<file path="src/rtl/dmem_arb_pkg.sv">
// Shared types and helpers for the data-memory arbiter: FSM state, access owner
// and the saturating starvation-count step.
package dmem_arb_pkg;

    typedef enum logic [1:0] {
        IDLE   = 2'd0,
        ACCESS = 2'd1,
        RESP   = 2'd2
    } arb_state_t;

    typedef enum logic {
        OWN_CORE = 1'b0,
        OWN_DBG  = 1'b1
    } arb_owner_t;

    function automatic logic [3:0] starve_next(input logic [3:0] cnt, input logic [3:0] lim);
        if (cnt >= lim) begin
            return lim;
        end else begin
            return cnt + 4'd1;
        end
    endfunction

endpackage

</file>
<file path="src/rtl/dmem_arbiter_if.sv">
// Bus bundle between the two requesters, the arbiter and the data memory.
// The arbiter uses the slave view; requesters and memory use the master view.
interface dmem_arbiter_if #(
    parameter int DATA_W = 32,
    parameter int ADDR_W = 9
);
    logic              core_req;
    logic              core_we;
    logic [ADDR_W-1:0] core_addr;
    logic [DATA_W-1:0] core_wdata;
    logic              core_ready;
    logic [DATA_W-1:0] core_rdata;
    logic              core_stall;

    logic              dbg_req;
    logic              dbg_we;
    logic [ADDR_W-1:0] dbg_addr;
    logic [DATA_W-1:0] dbg_wdata;
    logic              dbg_ready;
    logic [DATA_W-1:0] dbg_rdata;

    logic              mem_rd;
    logic              mem_wr;
    logic [ADDR_W-1:0] mem_addr;
    logic [DATA_W-1:0] mem_wdata;
    logic [DATA_W-1:0] mem_rdata;

    logic              busy;

    modport slave (
        input  core_req, core_we, core_addr, core_wdata,
        input  dbg_req, dbg_we, dbg_addr, dbg_wdata,
        input  mem_rdata,
        output core_ready, core_rdata, core_stall,
        output dbg_ready, dbg_rdata,
        output mem_rd, mem_wr, mem_addr, mem_wdata,
        output busy
    );

    modport master (
        output core_req, core_we, core_addr, core_wdata,
        output dbg_req, dbg_we, dbg_addr, dbg_wdata,
        output mem_rdata,
        input  core_ready, core_rdata, core_stall,
        input  dbg_ready, dbg_rdata,
        input  mem_rd, mem_wr, mem_addr, mem_wdata,
        input  busy
    );
endinterface

</file>
<file path="src/rtl/dmem_arbiter.sv">
// Two-requester arbiter/sequencer for the single-port data memory: one
// fixed-latency access at a time, core preferred, dbg protected from starvation.
module dmem_arbiter
    import dmem_arb_pkg::*;
#(
    parameter int DATA_W     = 32,
    parameter int ADDR_W     = 9,
    parameter int WAIT_CYC   = 1,
    parameter int STARVE_LIM = 4
) (
    input  logic          clk,
    input  logic          rst_n,
    dmem_arbiter_if.slave bus
);
    localparam logic [2:0] WAIT_LAST  = 3'(WAIT_CYC - 1);
    localparam logic [3:0] STARVE_MAX = 4'(STARVE_LIM);

    arb_state_t        state_r;
    arb_state_t        state_s;
    arb_owner_t        owner_r;
    logic              we_r;
    logic [2:0]        wait_cnt_r;
    logic [3:0]        starve_cnt_r;
    logic              grant_s;
    logic              grant_dbg_s;
    logic              last_s;
    logic              mem_rd_r;
    logic              mem_wr_r;
    logic              busy_r;
    logic [ADDR_W-1:0] mem_addr_r;
    logic [DATA_W-1:0] mem_wdata_r;
    logic              core_ready_r;
    logic              dbg_ready_r;
    logic [DATA_W-1:0] core_rdata_r;
    logic [DATA_W-1:0] dbg_rdata_r;

    // Next-state logic with grant decision and last-access-cycle detect.
    always_comb begin
        state_s     = state_r;
        grant_s     = 1'b0;
        grant_dbg_s = 1'b0;
        last_s      = 1'b0;
        case (state_r)
            IDLE: begin
                if (bus.core_req || bus.dbg_req) begin
                    grant_s     = 1'b1;
                    // dbg_req guard keeps a saturated count from granting an absent dbg
                    grant_dbg_s = bus.dbg_req && (!bus.core_req || (starve_cnt_r == STARVE_MAX));
                    state_s     = ACCESS;
                end else begin
                    state_s = IDLE;
                end
            end
            ACCESS: begin
                if (wait_cnt_r == WAIT_LAST) begin
                    last_s  = 1'b1;
                    state_s = RESP;
                end else begin
                    state_s = ACCESS;
                end
            end
            RESP: begin
                state_s = IDLE;
            end
            default: begin
                state_s = IDLE;
            end
        endcase
    end

    // State register and busy flag.
    always_ff @(posedge clk or negedge rst_n) begin
        if (!rst_n) begin
            state_r <= IDLE;
            busy_r  <= 1'b0;
        end else begin
            state_r <= state_s;
            busy_r  <= (state_s != IDLE);
        end
    end

    // Wait and starvation counters.
    always_ff @(posedge clk or negedge rst_n) begin
        if (!rst_n) begin
            wait_cnt_r   <= 3'd0;
            starve_cnt_r <= 4'd0;
        end else begin
            if (state_r == ACCESS) begin
                wait_cnt_r <= last_s ? 3'd0 : (wait_cnt_r + 3'd1);
            end
            if (grant_s && grant_dbg_s) begin
                starve_cnt_r <= 4'd0;
            end else if (grant_s && bus.dbg_req) begin
                starve_cnt_r <= starve_next(starve_cnt_r, STARVE_MAX);
            end
        end
    end

    // Transaction latch and memory port; address/data hold between accesses.
    always_ff @(posedge clk or negedge rst_n) begin
        if (!rst_n) begin
            owner_r     <= OWN_CORE;
            we_r        <= 1'b0;
            mem_rd_r    <= 1'b0;
            mem_wr_r    <= 1'b0;
            mem_addr_r  <= '0;
            mem_wdata_r <= '0;
        end else if (grant_s) begin
            owner_r     <= grant_dbg_s ? OWN_DBG : OWN_CORE;
            we_r        <= grant_dbg_s ? bus.dbg_we : bus.core_we;
            mem_rd_r    <= grant_dbg_s ? !bus.dbg_we : !bus.core_we;
            mem_wr_r    <= grant_dbg_s ? bus.dbg_we : bus.core_we;
            mem_addr_r  <= grant_dbg_s ? bus.dbg_addr : bus.core_addr;
            mem_wdata_r <= grant_dbg_s ? bus.dbg_wdata : bus.core_wdata;
        end else if (last_s) begin
            mem_rd_r <= 1'b0;
            mem_wr_r <= 1'b0;
        end
    end

    // Completion pulses and per-requester read data capture.
    always_ff @(posedge clk or negedge rst_n) begin
        if (!rst_n) begin
            core_ready_r <= 1'b0;
            dbg_ready_r  <= 1'b0;
            core_rdata_r <= '0;
            dbg_rdata_r  <= '0;
        end else begin
            core_ready_r <= last_s && (owner_r == OWN_CORE);
            dbg_ready_r  <= last_s && (owner_r == OWN_DBG);
            if (last_s && !we_r && (owner_r == OWN_DBG)) begin
                dbg_rdata_r <= bus.mem_rdata;
            end
            if (last_s && !we_r && (owner_r == OWN_CORE)) begin
                core_rdata_r <= bus.mem_rdata;
            end
        end
    end

    assign bus.mem_rd     = mem_rd_r;
    assign bus.mem_wr     = mem_wr_r;
    assign bus.mem_addr   = mem_addr_r;
    assign bus.mem_wdata  = mem_wdata_r;
    assign bus.core_ready = core_ready_r;
    assign bus.core_rdata = core_rdata_r;
    assign bus.dbg_ready  = dbg_ready_r;
    assign bus.dbg_rdata  = dbg_rdata_r;
    assign bus.busy       = busy_r;
    assign bus.core_stall = bus.core_req && !core_ready_r;

endmodule

</file>
<file path="src/flat_wrapper.sv">
// flat-port wrapper written by rule: the top's interface ports become plain ports
module dmem_arbiter_flat import dmem_arb_pkg::*;
#(
    parameter int DATA_W     = 32,
    parameter int ADDR_W     = 9,
    parameter int WAIT_CYC   = 1,
    parameter int STARVE_LIM = 4
)
  (clk, rst_n, bus_core_req, bus_core_we, bus_core_addr, bus_core_wdata, bus_dbg_req, bus_dbg_we, bus_dbg_addr, bus_dbg_wdata, bus_mem_rdata, bus_core_ready, bus_core_rdata, bus_core_stall, bus_dbg_ready, bus_dbg_rdata, bus_mem_rd, bus_mem_wr, bus_mem_addr, bus_mem_wdata, bus_busy);
  dmem_arbiter_if #(.DATA_W(DATA_W), .ADDR_W(ADDR_W)) bus_i ();
  input  logic clk;
  input  logic rst_n;
  input wire logic [$bits(bus_i.core_req)-1:0] bus_core_req;
  input wire logic [$bits(bus_i.core_we)-1:0] bus_core_we;
  input wire logic [$bits(bus_i.core_addr)-1:0] bus_core_addr;
  input wire logic [$bits(bus_i.core_wdata)-1:0] bus_core_wdata;
  input wire logic [$bits(bus_i.dbg_req)-1:0] bus_dbg_req;
  input wire logic [$bits(bus_i.dbg_we)-1:0] bus_dbg_we;
  input wire logic [$bits(bus_i.dbg_addr)-1:0] bus_dbg_addr;
  input wire logic [$bits(bus_i.dbg_wdata)-1:0] bus_dbg_wdata;
  input wire logic [$bits(bus_i.mem_rdata)-1:0] bus_mem_rdata;
  output wire logic [$bits(bus_i.core_ready)-1:0] bus_core_ready;
  output wire logic [$bits(bus_i.core_rdata)-1:0] bus_core_rdata;
  output wire logic [$bits(bus_i.core_stall)-1:0] bus_core_stall;
  output wire logic [$bits(bus_i.dbg_ready)-1:0] bus_dbg_ready;
  output wire logic [$bits(bus_i.dbg_rdata)-1:0] bus_dbg_rdata;
  output wire logic [$bits(bus_i.mem_rd)-1:0] bus_mem_rd;
  output wire logic [$bits(bus_i.mem_wr)-1:0] bus_mem_wr;
  output wire logic [$bits(bus_i.mem_addr)-1:0] bus_mem_addr;
  output wire logic [$bits(bus_i.mem_wdata)-1:0] bus_mem_wdata;
  output wire logic [$bits(bus_i.busy)-1:0] bus_busy;
  assign bus_i.core_req = bus_core_req;
  assign bus_i.core_we = bus_core_we;
  assign bus_i.core_addr = bus_core_addr;
  assign bus_i.core_wdata = bus_core_wdata;
  assign bus_i.dbg_req = bus_dbg_req;
  assign bus_i.dbg_we = bus_dbg_we;
  assign bus_i.dbg_addr = bus_dbg_addr;
  assign bus_i.dbg_wdata = bus_dbg_wdata;
  assign bus_i.mem_rdata = bus_mem_rdata;
  assign bus_core_ready = bus_i.core_ready;
  assign bus_core_rdata = bus_i.core_rdata;
  assign bus_core_stall = bus_i.core_stall;
  assign bus_dbg_ready = bus_i.dbg_ready;
  assign bus_dbg_rdata = bus_i.dbg_rdata;
  assign bus_mem_rd = bus_i.mem_rd;
  assign bus_mem_wr = bus_i.mem_wr;
  assign bus_mem_addr = bus_i.mem_addr;
  assign bus_mem_wdata = bus_i.mem_wdata;
  assign bus_busy = bus_i.busy;
  dmem_arbiter #(.DATA_W(DATA_W), .ADDR_W(ADDR_W), .WAIT_CYC(WAIT_CYC), .STARVE_LIM(STARVE_LIM)) u_core (.clk(clk), .rst_n(rst_n), .bus(bus_i));
endmodule
</file>
<file path="config.mk">
export PLATFORM = sky130hd
export DESIGN_NAME = dmem_arbiter_flat
export DESIGN_NICKNAME = d
export VERILOG_FILES = /design/src/rtl/dmem_arb_pkg.sv /design/src/rtl/dmem_arbiter_if.sv /design/src/rtl/dmem_arbiter.sv /design/src/flat_wrapper.sv
export SDC_FILE = /design/constraint.sdc
export NUM_CORES = 1
export LEC_CHECK = 0
export ABC_AREA = 1
export CORE_AREA = 4 4 119 121
export DETAILED_ROUTE_END_ITERATION = 10
export DIE_AREA = 0 0 123 125
export PLACE_DENSITY_LB_ADDON = 0.05
export SYNTH_ARGS = -nofsm -noshare
export SYNTH_HDL_FRONTEND = slang
export SYNTH_SLANG_ARGS = --single-unit
</file>
<file path="constraint.sdc">
create_clock -name clk -period 2.3 [get_ports clk]
set_clock_uncertainty 0.2 [all_clocks]
set_input_delay 0.46 -clock clk [delete_from_list [all_inputs] [get_ports clk]]
set_output_delay 0.46 -clock clk [all_outputs]
set_load 0.01 [all_outputs]
</file>
==> results of run 1 <==
==> through the flow <==
stage / hold WS, ps / power [mW] / cell area [µm²]
finish: 269.1 / 11.52 / 8700
global route: 293.6 / 12.34 / 8700
CTS: 270.9 / 11.66 / 8697
detailed placement: 206.9 / 9.188 / 8149
global placement: 207.2 / 9.066 / 8149
floorplan: -35.59 / 6.376 / 5685
==> Yosys cell counts <==
master,count
a21oi_1,1
nand2_1,266
buf_4,3
inv_1,99
nor3_1,1
o21ai_0,4
nor2_1,8
nor2_2,1
nor2_4,1
buf_6,12
dfrtp_1,121
nand2_4,2
nor2_8,2
nand3_1,155
o22ai_1,1
buf_2,12
nand2_2,1
clkbuf_1,14
clkinv_1,1
xor2_1,1
o21ai_1,1
nand3_4,1
inv_2,1
ha_1,4
==> kinds of logic after synthesis <==
group                    count (synthesis)  share of synthesized area, %
AO/OA/AOI/OAI                            7                        0.6381
flip-flops                             121                         53.26
adder cells (fa/ha/maj)                  4                        0.8803
buffers and inverters                  142                         11.42
XOR/XNOR                                 1                        0.1541
AND/OR/NAND/NOR                        438                         33.65
==> worst max path at each step <==
stage / slack, ps / end / from / cells after the start
2_1_floorplan: 670 / u_core.bus.mem_wdata[10] / u_core.starve_cnt_r[0] / 8
3_3_place_gp: 30 / bus_core_stall / bus_core_req / 4
3_5_place_dp: 30 / bus_core_stall / bus_core_req / 4
4_1_cts: 20 / bus_core_stall / bus_core_req / 4
5_1_grt: 240 / bus_dbg_rdata[27] / u_core.bus.dbg_rdata[27] / 1
6_report: 280 / bus_mem_wdata[31] / u_core.bus.mem_wdata[31] / 1
==> repair_timing <==
action,in CTS,in global routing
gates resized for setup,0,1
endpoints found under the hold margin,23,0
endpoints found under the setup margin,0,1
hold buffers,1,0
==> cell usage in the layout (no fill, tap or decap) <==
| master | n |
|---|---|
| inv_1 | 98 |
| clkbuf_16 | 17 |
| nand3_1 | 155 |
| nand2_4 | 2 |
| clkinvlp_4 | 1 |
| nor2_4 | 2 |
| a21oi_1 | 1 |
| dfrtp_1 | 121 |
| xor2_1 | 1 |
| o22ai_1 | 1 |
| clkbuf_1 | 2 |
| clkbuf_8 | 2 |
| inv_2 | 2 |
| nand2_1 | 266 |
| nor2_1 | 8 |
| dlymetal6s2s_1 | 1 |
| buf_4 | 14 |
| o21ai_0 | 4 |
| o21ai_4 | 1 |
| nand2_2 | 1 |
| buf_12 | 5 |
| nor3_1 | 1 |
| bufinv_16 | 1 |
| nor2_8 | 2 |
| clkinv_1 | 1 |
| clkinv_2 | 8 |
| nand3_4 | 1 |
| clkdlybuf4s50_1 | 228 |
| dlygate4sd3_1 | 1 |
| ha_1 | 4 |
==> power by group <==
| part | switching (mW) | internal, mW | leakage [nW] | total (mW) |
|---|---|---|---|---|
| clock | 0.892 | 1.52 | 0.272 | 2.41 |
| sequential | 0.604 | 3.16 | 1.49 | 3.77 |
| combinational | 2.75 | 2.59 | 2.77 | 5.34 |
==> layer usage <==
layer / track usage [%] / up-vias / share of wire [%]
met5: 0 / - / 0
met4: 7.883 / 0 / 2.1
met3: 5.285 / 23 / 7.7
met2: 34.03 / 203 / 48
met1: 27.24 / 2484 / 42
li1: - / 2641 / -
==> cell type report <==
| type | instances | area, µm² |
|---|---|---|
| tap | 176 | 220.2 |
| fill | 1079 | 4385 |
| clock inverter | 10 | 77.57 |
| multi-input combinational | 450 | 2024 |
| inverter | 101 | 379.1 |
| sequential | 121 | 3028 |
| clock buffer | 21 | 460.4 |
| timing repair buffer | 249 | 2510 |
==> flip-flops by register name, summed over array words and instances, names as in the netlist, 2 cells and up <==
name and count:
u_core.wait_cnt_r 3, u_core.bus.mem_wdata 32, u_core.bus.core_rdata 32, u_core.state_r 2
u_core.starve_cnt_r 4, u_core.bus.mem_addr 9, u_core.bus.dbg_rdata 32
==> impl_metrics.ini, run 1 <==
[floorplan]
num_io_pins = 231
dieArea_um2 = 15380
core_area_um2 = 13090
start_util_pct = 43.45
die_height_um = 125
rows = 42
fp.dieW_um = 123

[worst_setup_path]
critical_path.top_delay_family = buffers and inverters
r2r_start = u_core.wait_cnt_r[0]
worstPathMaxFanout = 2
rrSetupSlack_ps = 380
arrival_ps = 1360
path_cells = clkdlybuf4s50_1
rr_worst_depth = 7
cp-end-kind = output port
rr_endpoint = u_core.bus.core_rdata[15]
crit_required_ps = 1640
cp_slowest_cell = clkdlybuf4s50_1
worst-setup-path-type = reg -> out
cpPeakStageDelay_ps = 560
worst_setup_path_start_kind = flop
worst-path-buf-inv = 1

[yosys]
ys_ff_latch = 121
synth-seq-area-share_pct = 53.26
yosysTopAreaCell = dfrtp_1
yosysWarnings = 0
yosysTopAreaCellShare_pct = 53.26
netlist_area_um2 = 5685
postSynthAreaPerCell_um2 = 7.974
synthTopCellsByArea = dfrtp_1 53%, nand2_1 18%, nand3_1 14%
synth_nets = 837
ys_types = 24
syn_inst = 713

[global_routing]
grt_start_max_net_pins = 57
antenna_found_initial = 0
grt_pass1_wl_um = 25720
gr-total-overflow = 0
grt_pass1_vias = 5293
track_usage_pct = 21.03

[detailed_routing]
dr_total_vias = 5351
drt_wl_total_um = 15960
drcViolationCount = 0
detail-route-antenna-nets = 0
viasPerCell = 4.744
firstDrtPassIters = 4
route.detailed.wl_per_inst_um = 14.15
drt-initial-drc-count = 332

[timing]
post-route-period-util_pct = 87.87
tightest_slew_ps = 560.4
final_hold_viol_count = 0
worst_slack_ps = 278.9
relSlewSlack_pct = 62.64
fmax_ghz = 0.4948
finalMaxSlewViolations = 0
rsz0062_at_grt = false
setup_viol = 0
tns_ps = 0
timing.final.crit_period_ps = 2021

[layout]
syn_to_final_growth_pct = 53.01
drive_above_1_share_pct = 6.197
diodes = 0
final_util_pct = 66.49
final_nets = 1064
fin_cells = 1128

[clock_network]
clk_path_buf_depth = 2
cts_made_buffers = 17
clkTransAtPathRegs_ps = 50
clk-insertion-delay-late_ps = 400
cts_sinks = 121
cts_tree = yes
cts_root_buf = clkbuf_16
cts_setup_buffers = 0
ctsHtreeMaxLevel = 4

[placed_design]
dp_slack_ps = 33.19
dp_hpwl_um = 11550
routabilityCongestion = 0.8664
io_buffers = 230
dp_cells = 1096

[min_path]
hold_class = reg -> reg
hold_start = u_core.bus.core_rdata[18]
min_to = u_core.bus.core_rdata[18]
min_path_cells = 2

[power]
power.leakage_nw = 4.534
vdd_drop_max_mv = 0.5805
cellPowerDensity_nw_per_um2 = 1324

[run]
maxCapViolations = 0

[status]
status = complete, no violations
(Power assumes the default switching activity.)
==> run 2: changes to the inputs <==
--- a/config.mk
+++ b/config.mk
@@ -6,9 +6,9 @@
 export NUM_CORES = 1
 export LEC_CHECK = 0
 export ABC_AREA = 1
-export CORE_AREA = 4 4 119 121
+export CORE_AREA = 4 4 135 137
 export DETAILED_ROUTE_END_ITERATION = 10
-export DIE_AREA = 0 0 123 125
+export DIE_AREA = 0 0 139 141
 export PLACE_DENSITY_LB_ADDON = 0.05
 export SYNTH_ARGS = -nofsm -noshare
 export SYNTH_HDL_FRONTEND = slang
==> impl_metrics.ini, run 2 (synthesis gave the netlist of run 1 again) <==
[floorplan]
fp.dieW_um = 139
dieArea_um2 = 19600
core_area_um2 = 17060
num_io_pins = 231
die_height_um = 141
rows = 48
start_util_pct = 33.33

[timing]
post-route-period-util_pct = 87.23
finalMaxSlewViolations = 0
worst_slack_ps = 293.8
tns_ps = 0
timing.final.crit_period_ps = 2006
relSlewSlack_pct = 66.03
final_hold_viol_count = 0
rsz0062_at_grt = false
tightest_slew_ps = 509.5
setup_viol = 0
fmax_ghz = 0.4985

[clock_network]
cts_made_buffers = 17
clk-insertion-delay-late_ps = 400
clkTransAtPathRegs_ps = 60
clk_path_buf_depth = 2
ctsHtreeMaxLevel = 4
cts_root_buf = clkbuf_16
cts_sinks = 121
cts_tree = yes

[min_path]
hold_class = in -> async

[global_routing]
grt_start_max_net_pins = 71
grt_pass1_wl_um = 27360
gr-total-overflow = 0
grt_pass1_vias = 5347
track_usage_pct = 17.31
antenna_found_initial = 0

[detailed_routing]
drt-initial-drc-count = 267
route.detailed.wl_per_inst_um = 14.26
firstDrtPassIters = 4
detail-route-antenna-nets = 0
dr_total_vias = 5272
drt_wl_total_um = 16710
drcViolationCount = 0
viasPerCell = 4.498

[worst_setup_path]
path_cells = clkdlybuf4s50_1
cp-end-kind = output port
worstPathMaxFanout = 2
arrival_ps = 1350
critical_path.top_delay_family = buffers and inverters
crit_required_ps = 1640
worst-setup-path-type = reg -> out
worst_setup_path_start_kind = flop
cpPeakStageDelay_ps = 550
cp_slowest_cell = clkdlybuf4s50_1
worst-path-buf-inv = 1

[power]
power_mw = 11.82
vdd_drop_max_mv = 0.5011
power.leakage_nw = 4.540
cellPowerDensity_nw_per_um2 = 1343

[placed_design]
dp_hpwl_um = 11800
routabilityCongestion = 0.8018
io_buffers = 230
place_area_um2 = 8185
dp_slack_ps = 28.09

[layout]
layout_common_cells = 266 x nand2_1, 228 x clkdlybuf4s50_1, 155 x nand3_1
syn_to_final_growth_pct = 54.84
final_common_cell = nand2_1
drive_above_1_share_pct = 5.702
final_nets = 1059
postLayoutCellArea_um2 = 8803
diodes = 0

[status]
status = complete, no violations

[run]
maxCapViolations = 0
-- run 2: changes by cell type in the layout (fill, tap and decap cells not counted) --
| cell | change |
|---|---|
| clkbuf_8 | +2 |
| buf_4 | -6 |
| buf_12 | +1 |
| bufinv_16 | +2 |
| clkinv_2 | -4 |
-- run 2: what timing repair did --
item	in CTS	in global routing
endpoints found under the hold margin	121	0
hold buffers	1	0
buffers inserted	0	0
resized for setup	0	1
endpoints found under the setup margin	0	1
-- run 2: metrics by stage --
stage                     hold slack (ps)  cells  utilization, %
after global routing                216.2   1172           51.61
final                               221.2   1172           51.61
after global placement              91.25   1140           47.99
after floorplan                    -35.59    713               -
after detailed placement            87.00   1140           47.99
after CTS                           203.5   1172           51.60
-- run 2: area by class of cell --
class,count,area [µm²]
Inverter,101,379.1
Timing Repair Buffer,244,2485
Tap cell,225,281.5
Fill cell,1610,8253
Sequential cell,121,3028
Clock inverter,8,117.6
Multi-Input combinational cell,450,2024
Clock buffer,23,488.0
-- run 2: final timing paths --
kind | from | endpoint | slack [ps] | cells after the start
worst max-delay path | u_core.bus.mem_wdata[31] | bus_mem_wdata[31] | 290 | 1
worst min-delay path | rst_n | u_core.bus.core_rdata[8] | 220 | 2
worst max register to register | u_core.wait_cnt_r[0] | u_core.bus.core_rdata[7] | 380 | 7
worst min register to register | u_core.bus.dbg_rdata[9] | u_core.bus.dbg_rdata[9] | 270 | 2
max in group asynchronous | rst_n | u_core.bus.dbg_rdata[16] | 1080 | 3
min in group clk | u_core.bus.dbg_rdata[9] | u_core.bus.dbg_rdata[9] | 270 | 2
-- run 2: where the power goes --
group	switching [mW]	total (mW)	internal (mW)
Combinational	2.77	5.37	2.59
Clock	0.902	2.71	1.80
Sequential	0.588	3.75	3.16
-- run 2: metal layers --
layer / vias to the layer above / GRT usage (%) / share of wire [%]
li1: 2642 / - / -
met1: 2433 / 21.64 / 43
met2: 183 / 27.74 / 47
met3: 14 / 6.852 / 8.5
met4: 0 / 5.407 / 1.3
met5: - / 0 / 0
